[config.mk]
export PLATFORM = sky130hd
export DESIGN_NAME = uart_tx
export DESIGN_NICKNAME = d
export VERILOG_FILES = /design/src/rtl/uart_pkg.sv /design/src/rtl/uart_tx_fifo.sv /design/src/rtl/uart_tx.sv
export SDC_FILE = /design/constraint.sdc
export NUM_CORES = 1
export LEC_CHECK = 0
export BUFFER_PORTS_ARGS = -buffer_cell sky130_fd_sc_hd__buf_2
export CAP_MARGIN = 20
export CORE_ASPECT_RATIO = 0.9
export CORE_MARGIN = 2
export CORE_UTILIZATION = 25
export CTS_BUF_LIST = sky130_fd_sc_hd__clkbuf_8 sky130_fd_sc_hd__clkbuf_16
export DETAILED_ROUTE_END_ITERATION = 8
export PLACE_DENSITY = 0.42
export SLEW_MARGIN = 20
export SYNTH_ARGS = -nofsm -noshare
export SYNTH_HDL_FRONTEND = slang
export SYNTH_HIERARCHICAL = 1
export SYNTH_SLANG_ARGS = --single-unit
export TNS_END_PERCENT = 100
[constraint.sdc]
create_clock -name clk -period 3.16 [get_ports clk]
set_clock_uncertainty 0.15 [all_clocks]
set_input_delay 0.158 -clock clk [delete_from_list [all_inputs] [get_ports clk]]
set_output_delay 0.158 -clock clk [all_outputs]
set_load 0.01 [all_outputs]
[src/rtl/uart_pkg.sv]
`default_nettype none
// ============================================================================
//  Module      : uart_pkg
//  Description : Constants shared by the UART transmitter and receiver:
//                character size, frame length and the 2-bit encodings of
//                the framing state machine.
//  Revision    : 1.0 - initial release
// ============================================================================
package uart_pkg;

    // Data bits per character
    localparam int DATA_BITS  = 8;
    // start + data + stop
    localparam int FRAME_BITS = 10;

    // Framing state machine encodings
    localparam logic [1:0] IDLE  = 2'd0;
    localparam logic [1:0] START = 2'd1;
    localparam logic [1:0] DATA  = 2'd2;
    localparam logic [1:0] STOP  = 2'd3;

endpackage : uart_pkg
`default_nettype wire

[src/rtl/uart_tx_fifo.sv]
`default_nettype none
// ============================================================================
//  Module      : uart_tx_fifo
//  Description : Single-clock show-ahead FIFO for the UART transmitter.
//                o_data always presents the oldest entry. A pop on an empty
//                FIFO and a push on a full FIFO are ignored.
//  Ports       : clk, rst_n     - clock, async active-low reset
//                i_push, i_data - write strobe and data
//                i_pop          - remove the oldest entry
//                o_data         - oldest entry (valid when !o_empty)
//                o_full/o_empty - occupancy flags
//                o_level        - number of stored entries
//  Revision    : 1.0 - initial release
// ============================================================================
module uart_tx_fifo #(
    parameter int DEPTH = 4,
    parameter int WIDTH = 8
) (
    input  logic                     clk,
    input  logic                     rst_n,
    input  logic                     i_push,
    input  logic [WIDTH-1:0]         i_data,
    input  logic                     i_pop,
    output logic [WIDTH-1:0]         o_data,
    output logic                     o_full,
    output logic                     o_empty,
    output logic [$clog2(DEPTH):0]   o_level
);

    localparam int               PTR_W      = $clog2(DEPTH);
    localparam logic [PTR_W:0]   c_full_lvl = (PTR_W + 1)'(DEPTH);

    logic [WIDTH-1:0] r_mem [DEPTH];
    logic [PTR_W-1:0] r_wr_ptr;
    logic [PTR_W-1:0] r_rd_ptr;
    logic [PTR_W:0]   r_level;

    logic w_do_push;
    logic w_do_pop;

    assign o_full    = (r_level == c_full_lvl);
    assign o_empty   = (r_level == '0);
    assign o_level   = r_level;
    assign o_data    = r_mem[r_rd_ptr];

    assign w_do_push = i_push & ~o_full;
    assign w_do_pop  = i_pop  & ~o_empty;

    // Storage needs no reset: entries are only read once written.
    always_ff @(posedge clk) begin
        if (w_do_push) begin
            r_mem[r_wr_ptr] <= i_data;
        end
    end

    // DEPTH is a power of two, so the pointers wrap naturally.
    always_ff @(posedge clk or negedge rst_n) begin
        if (!rst_n) begin
            r_wr_ptr <= '0;
            r_rd_ptr <= '0;
            r_level  <= '0;
        end else begin
            if (w_do_push) begin
                r_wr_ptr <= r_wr_ptr + 1'b1;
            end
            if (w_do_pop) begin
                r_rd_ptr <= r_rd_ptr + 1'b1;
            end
            // Simultaneous push and pop leaves the level unchanged.
            case ({w_do_push, w_do_pop})
                2'b10:   r_level <= r_level + 1'b1;
                2'b01:   r_level <= r_level - 1'b1;
                default: r_level <= r_level;
            endcase
        end
    end

endmodule : uart_tx_fifo
`default_nettype wire

[src/rtl/uart_tx.sv]
`default_nettype none
// ============================================================================
//  Module      : uart_tx
//  Description : UART transmitter with a small transmit FIFO. Sends 8N1
//                frames (start 0, 8 data bits LSB first, stop 1), one bit
//                per clk_uart strobe. Frames run back to back while bytes
//                are queued.
//  Ports       : clk      - system clock
//                rst_n    - async active-low reset
//                clk_uart - one-clk baud strobe per bit period
//                tx_data  - byte to send, sampled on tx_valid & tx_ready
//                tx_valid - tx_data valid
//                tx_ready - FIFO not full
//                txd      - serial line (registered, idle high)
//                tx_busy  - frame in progress or bytes queued
//                tx_done  - one-clk pulse at the end of each stop bit
//  Revision    : 1.0 - initial release
// ============================================================================
module uart_tx
    import uart_pkg::*;
#(
    parameter int FIFO_DEPTH = 4
) (
    input  logic       clk,
    input  logic       rst_n,
    input  logic       clk_uart,
    input  logic [7:0] tx_data,
    input  logic       tx_valid,
    output logic       tx_ready,
    output logic       txd,
    output logic       tx_busy,
    output logic       tx_done
);

    localparam logic [2:0] c_last_bit = 3'(DATA_BITS - 1);

    logic [1:0]              r_state;
    logic [DATA_BITS-1:0]    r_shift;
    logic [2:0]              r_bit_idx;
    logic                    r_txd;
    logic                    r_done;

    logic                    w_push;
    logic                    w_pop;
    logic [DATA_BITS-1:0]    w_fifo_data;
    logic                    w_fifo_full;
    logic                    w_fifo_empty;
    logic [$clog2(FIFO_DEPTH):0] w_fifo_level;

    // A byte leaves the FIFO only on a strobe that begins a new frame:
    // from IDLE, or at the end of a stop bit for a gapless next frame.
    assign w_push = tx_valid & ~w_fifo_full;
    assign w_pop  = clk_uart & ~w_fifo_empty &
                    ((r_state == IDLE) | (r_state == STOP));

    uart_tx_fifo #(
        .DEPTH (FIFO_DEPTH),
        .WIDTH (DATA_BITS)
    ) u_fifo (
        .clk     (clk),
        .rst_n   (rst_n),
        .i_push  (w_push),
        .i_data  (tx_data),
        .i_pop   (w_pop),
        .o_data  (w_fifo_data),
        .o_full  (w_fifo_full),
        .o_empty (w_fifo_empty),
        .o_level (w_fifo_level)
    );

    assign tx_ready = ~w_fifo_full;
    assign txd      = r_txd;
    assign tx_done  = r_done;
    assign tx_busy  = (r_state != IDLE) | (w_fifo_level != '0);

    always_ff @(posedge clk or negedge rst_n) begin
        if (!rst_n) begin
            r_state   <= IDLE;
            r_shift   <= '0;
            r_bit_idx <= '0;
            r_txd     <= 1'b1;
            r_done    <= 1'b0;
        end else begin
            r_done <= 1'b0;
            if (clk_uart) begin
                case (r_state)
                    IDLE: begin
                        if (!w_fifo_empty) begin
                            r_shift <= w_fifo_data;
                            r_txd   <= 1'b0;
                            r_state <= START;
                        end
                    end
                    START: begin
                        // Shift right so r_shift[0] is always the next bit.
                        r_txd     <= r_shift[0];
                        r_shift   <= {1'b0, r_shift[DATA_BITS-1:1]};
                        r_bit_idx <= '0;
                        r_state   <= DATA;
                    end
                    DATA: begin
                        if (r_bit_idx == c_last_bit) begin
                            r_txd     <= 1'b1;
                            r_bit_idx <= '0;
                            r_state   <= STOP;
                        end else begin
                            r_txd     <= r_shift[0];
                            r_shift   <= {1'b0, r_shift[DATA_BITS-1:1]};
                            r_bit_idx <= r_bit_idx + 1'b1;
                        end
                    end
                    STOP: begin
                        r_done <= 1'b1;
                        if (!w_fifo_empty) begin
                            r_shift <= w_fifo_data;
                            r_txd   <= 1'b0;
                            r_state <= START;
                        end else begin
                            r_state <= IDLE;
                        end
                    end
                    default: begin
                        r_txd   <= 1'b1;
                        r_state <= IDLE;
                    end
                endcase
            end
        end
    end

endmodule : uart_tx
`default_nettype wire

### Word level (Yosys, flattened, before mapping)

Memory sizes are Yosys's and may differ from the RTL's.
Cells that the tools add are included.

| word-level totals | value |
|---|---|
| register bits | 22 |
| RAM bits | 32 |
| bits of input ports | 12 |
| output and inout port bits | 4 |
| logic and storage cells | 62 |
| memories | 1 |

Memories:

| name | depth | width | read ports | clocked after Yosys merged registers in | write ports | RTL line | text |
|---|---|---|---|---|---|---|---|
| u_fifo.r_mem | 4 | 8 | 1 | 0 | 1 | uart_tx_fifo.sv:33 | `logic [WIDTH-1:0] r_mem [DEPTH];` |

| cells by class | value |
|---|---|
| add/sub/neg operators | 5 |
| equality and inequality tests | 11 |
| muxes and demuxes | 17 |
| bitwise operators | 9 |
| reductions and logical operators | 11 |

Operators with widths:

| cell | number |
|---|---|
| one-hot mux 8 bit (3 select lines) | 1 |
| two-way mux 8 bit | 2 |
| one-hot mux 3 bit (2 select lines) | 2 |
| inequality test 2 bit, second input constant | 4 |
| one-hot mux 2 bit (4 select lines) | 1 |
| two-way mux 1 bit | 7 |
| adder 3 x 1 -> 3 bit, second input constant | 2 |
| equality test 2 bit, second input constant | 3 |
| equality test 3 bit, second input constant | 2 |
| AND reduction 3 bit | 2 |
| nonzero test 2 bit | 3 |
| bitwise AND 1 bit | 5 |
| adder 2 x 1 -> 2 bit, second input constant | 2 |
| equality test 2 x 1 -> 1 bit, second input constant | 2 |
| two-way mux 2 bit | 2 |
| AND reduction 2 bit | 2 |
| zero test 3 bit | 1 |
| two-way mux 3 bit | 1 |
| one-hot mux 1 bit (3 select lines) | 1 |
| nonzero test 3 bit | 1 |
| subtractor 3 x 1 -> 3 bit, second input constant | 1 |
| zero test 2 bit | 1 |
| inverter 1 bit | 2 |
| OR 1 bit | 2 |
| OR reduction 2 bit | 1 |

### Depth between registers and ports, before layout

| depth | value |
|---|---|
| depth after elaboration | 7 |
| depth in mapped cells | 11 |
| depth with buffers taken out | 11 |

### Cells and area by module

Netlist, hierarchy kept.

By module, submodules not included:

| module | instances | cells an instance | area an instance (sq um) | sequential area each (sq um) |
|---|---|---|---|---|
| uart_tx_fifo | 1 | 80 | 1584.0 | 1136.1 |
| uart_tx | 1 | 73 | 860.8 | 376.6 |

### Worst setup path before layout

OpenSTA, ideal clock, no wires.

| timing path | value |
|---|---|
| path kind | reg2reg |
| start | register r_state[0] |
| end | register u_fifo.r_level[2], in the netlist u_fifo/o_level[2] |
| library setup time | 0.079 ns |
| arrival time | 2.247 ns |
| path slack | 0.683 ns |
| cell stages (with the launch flop) | 12 |
| path buffers | 1 |
| cell sequence | dfrtp_1 inv_1 ha_1 buf_2 nor3_1 o31a_2 ha_1 inv_1 fa_1 xor2_1 nor2_1 xor2_1 |

| on the way | value |
|---|---|
| longest elaborated chain between the ends | 6 |
| elaborated cells on any way between the ends | 9 |
| classes of those cells | eq/ne (3); mux (1); bitwise (3); reduce/logical (2) |

Ends and longest elaborated chain:

| item | RTL line | text |
|---|---|---|
| start: declaration | uart_tx.sv:37 | `logic [1:0] r_state;` |
| start signal: assignment | uart_tx.sv:78 | `r_state <= IDLE;` |
| start signal: assignment | uart_tx.sv:91 | `r_state <= START;` |
| start signal: assignment | uart_tx.sv:99 | `r_state <= DATA;` |
| equality test 2 bit / zero test 2 bit (equally long branches) | uart_tx.sv:54 | `((r_state == IDLE) \| (r_state == STOP));` |
| OR 1 bit (*) | uart_tx.sv:54 |  |
| bitwise AND 1 bit (*) | uart_tx.sv:53 | `assign w_pop = clk_uart & ~w_fifo_empty &` |
| via w_pop | uart_tx.sv:44 | `logic w_pop;` |
| bitwise AND 1 bit (*) | uart_tx_fifo.sv:47 | `assign w_do_pop = i_pop & ~o_empty;` |
| via u_fifo.w_do_pop | uart_tx_fifo.sv:39 | `logic w_do_pop;` |
| equality test 2 x 1 -> 1 bit / equality test 2 bit (equally long branches) | uart_tx_fifo.sv:70 | `case ({w_do_push, w_do_pop})` |
| one-hot mux 3 bit (2 select lines) / nonzero test 2 bit (equally long branches) | -- |  |
| end signal: assignment | uart_tx_fifo.sv:71 | `2'b10: r_level <= r_level + 1'b1;` |
| end signal: assignment | uart_tx_fifo.sv:72 | `2'b01: r_level <= r_level - 1'b1;` |
| end signal: assignment | uart_tx_fifo.sv:73 | `default: r_level <= r_level;` |
| end: declaration | uart_tx_fifo.sv:36 | `logic [PTR_W:0] r_level;` |

The timed path passes the listed nets; every way through them passes the cells marked *.
A chain may end at the register's enable or synchronous reset.

### Worst setup path after layout

Same ends and word-level chain as after synthesis.

==> flow_metrics.env <==
export IMPL_arrival_ns=2.82
export IMPL_antenna_cells=0
export IMPL_post_synth_cell_area_avg_um2=16.0
export IMPL_setup_worst_path_end_class="register"
export IMPL_die_area_um2=10600
export IMPL_worstReg2RegEnd="u_fifo/o_level[2]"
export IMPL_dpl_hpwl_um=3180
export IMPL_synth_top_family_by_area="multiplexers"
export IMPL_syn_num_nets=179
export IMPL_critPathBufInv=2
export IMPL_grt_max_degree=23
export IMPL_areaGrowthSynthToFinish_pct=17.0
export IMPL_fp_row_count=34
export IMPL_grt_pass1_wl_um=7350
export IMPL_r2r_cells=10
export IMPL_synth_compound_area_frac=0.0338
export IMPL_max_clock_path_buffers=2
export IMPL_yosysTopAreaCell="edfxtp_1"
export IMPL_p_per_area_nw_per_um2=889
export IMPL_synth_xor_area_frac=0.0215
export IMPL_viasPerCell=4.21
export IMPL_rsz0062_at_grt="no"
export IMPL_grtUsageTotal=0.0915
export IMPL_yosysUniqueCellTypes=35
export IMPL_port_buffers=15
export IMPL_start_kind="register"
export IMPL_placed_cells=292
export IMPL_cp_cell_sequence="inv_1 > ha_1 > nor3_1 > o31a_2 > ha_1 > inv_1 > fa_1 > xor2_1 > nor2_1 > xor2_1"
export IMPL_finalNonFillerCells=310
export IMPL_clk_pin_slew_ns=0.10
export IMPL_leakagePower_nw=1.15
export IMPL_min_period_over_period=0.871
export IMPL_vias=1305
export IMPL_relSlewSlack=0.586
export IMPL_synth_area_um2=2440
export IMPL_regToRegSetupSlack_ns=0.41
export IMPL_status="completed"
export IMPL_ant_nets=0
export IMPL_yosys_area_share_simple=0.0629
export IMPL_cp_slowest_cell="ha_1"
export IMPL_nFillCells=957
export IMPL_tns_ns=0
export IMPL_worstReg2RegStart="r_state[0]"
export IMPL_critPathTopFamily="adder cells"
export IMPL_route_detailed_drc=0
export IMPL_synth_fa_ha_area_frac=0.0747
export IMPL_drive_gt1_frac=0.315
export IMPL_grt_pass1_vias=1435
export IMPL_wl_per_cell_um=14.2
export IMPL_gp_congestion=0.669
export IMPL_min_path_type="primary input to async pin"
export IMPL_synth_seq_cells=54
export IMPL_worstMarginPinSlew_ns=0.621
export IMPL_cts_max_level=2
export IMPL_ys_seq_area_frac=0.619
export IMPL_crit_path_max_incr_delay_ns=0.48
export IMPL_cts_root_buf="clkbuf_8"
export IMPL_drtIter0Drc=55
export IMPL_ioPinCount=16
export IMPL_post_cts_resized=0
export IMPL_cts_inserted_buffers=5
export IMPL_yosysWarnings=6
export IMPL_max_freq_mhz=363
export IMPL_start_util=0.255
export IMPL_fin_nets=209
export IMPL_worstSkewPairLatency_ns=0.30
export IMPL_synth_area_mux_share=0.161
export IMPL_synth_top_area_share=0.393
export IMPL_timing_max_cap_violations=0
export IMPL_max_vdd_ir_drop_mv=0.336
export IMPL_path_max_fanout=11
export IMPL_dr_pass1_iters=4
export IMPL_antenna_found_initial=0
export IMPL_overflow=0
export IMPL_timing_hold_ws_ns=0.231
export IMPL_routed_wl_um=4410
export IMPL_setup_viol=0
export IMPL_synthTopCellsByArea="edfxtp_1 (39%), dfrtp_1 (21%), mux4_2 (7.4%)"
export IMPL_hold_viol=0
export IMPL_cts_tree="built"
export IMPL_drv_slew=0
export IMPL_cts_hold_buffers=10
export IMPL_die_w_um=108
export IMPL_worstSetupPathType="register to register"
export IMPL_fin_crit_ns=2.75
export IMPL_cts_setup_buffers=0
export IMPL_clock_sinks=54
export IMPL_synth_cells=153
export IMPL_cp_data_required_time_ns=3.23
export IMPL_core_area_um2=9570
export IMPL_die_y_um=97.8
[flip-flops by register name (all words and copies together) (netlist names)]
signal	count
r_state	2
tx_done	1
txd	1
u_fifo/r_wr_ptr	2
r_shift	8
u_fifo/o_level	3
u_fifo/r_mem	32
r_bit_idx	3
u_fifo/r_rd_ptr	2
[metal layers]
| layer | GRT usage | up-vias | routed length (um) |
|---|---|---|---|
| li1 | - | 614 | - |
| met1 | 0.110 | 669 | 1910 |
| met2 | 0.157 | 13 | 2280 |
| met3 | 0.0180 | 9 | 92 |
| met4 | 0.0424 | 0 | 123 |
| met5 | 0 | - | 0 |
[cell families after synthesis]
kind of cell / Yosys count
buffers and inverters: 17
AND/OR/NAND/NOR: 26
XOR/XNOR: 6
adder cells (fa/ha/maj): 14
flip-flops: 54
multiplexers: 27
AO/OA/AOI/OAI: 9
[power breakdown]
part | switching, W | internal, W | total (W)
Sequential | 0.000164 | 0.000982 | 0.00115
Combinational | 0.000475 | 0.000543 | 0.00102
Clock | 0.000223 | 0.000156 | 0.000379
Total | 0.000862 | 0.00168 | 0.00254
[layout make-up]
type / instances / area, um^2 / area share
repair buffers: 26 / 183 / 0.0638
clock buffers: 5 / 68.8 / 0.0240
clock inverters: 3 / 21.3 / 0.00743
inverters: 14 / 52.6 / 0.0184
well taps: 126 / 158 / 0.0551
flip-flops and latches: 54 / 1510 / 0.529
multi-input cells: 82 / 866 / 0.303
[worst max-delay path by stage]
stage | from | slack [ns] | cells past startpoint | to
3_3_place_gp | r_state[0] | 0.57 | 10 | u_fifo/o_level[2]
5_1_grt | r_state[0] | 0.21 | 10 | u_fifo/o_level[2]
6_report | r_state[0] | 0.41 | 10 | u_fifo/o_level[2]
4_1_cts | r_state[0] | 0.36 | 10 | u_fifo/o_level[2]
3_5_place_dp | r_state[0] | 0.39 | 10 | u_fifo/o_level[2]
2_1_floorplan | r_state[0] | 0.68 | 11 | u_fifo/o_level[2]
[cells in the mapped netlist]
cell / n
xnor2_1: 3
edfxtp_1: 32
o31a_2: 1
buf_1: 1
or3b_4: 1
nand3_1: 1
a221oi_4: 1
ha_1: 13
nor3_1: 3
o22ai_1: 1
nand4_1: 1
nand2_1: 7
o21ai_0: 2
a211o_1: 1
dfstp_2: 1
a21oi_1: 1
mux2_4: 1
or2_2: 1
mux2i_1: 3
and2_1: 1
and2_4: 1
dfrtp_1: 21
a21o_1: 1
nor2b_1: 3
inv_1: 14
mux4_2: 8
xor2_1: 3
buf_2: 2
and3_2: 4
or4b_2: 1
nor2_1: 1
nand2b_1: 1
a2bb2oi_1: 1
mux2_2: 15
fa_1: 1
[cell usage in the layout (no fill, tap or decap), types with 2 or more instances in the layout]
cell | synthesis | routed
and3_2 | 4 | 4
buf_2 | 2 | 15
clkbuf_8 | 0 | 5
clkinv_4 | 0 | 2
dfrtp_1 | 21 | 21
dlygate4sd3_1 | 0 | 10
edfxtp_1 | 32 | 32
ha_1 | 13 | 13
inv_1 | 14 | 14
mux2_2 | 15 | 15
mux2i_1 | 3 | 3
mux4_2 | 8 | 8
nand2_1 | 7 | 7
nor2b_1 | 3 | 3
nor3_1 | 3 | 3
o21ai_0 | 2 | 2
xnor2_1 | 3 | 3
xor2_1 | 3 | 3
[per-stage QoR]
step,worst slack [ns],total power [W],util,cell area [um^2]
after floorplan,0.683,0.00192,-,2440
after global placement,0.573,0.00212,0.279,2670
after detailed placement,0.393,0.00219,0.279,2670
after CTS,0.364,0.00259,0.299,2860
after global routing,0.209,0.00273,0.299,2860
final,0.407,0.00254,0.299,2860
No activity file was read; power rests on OpenSTA's default activity.
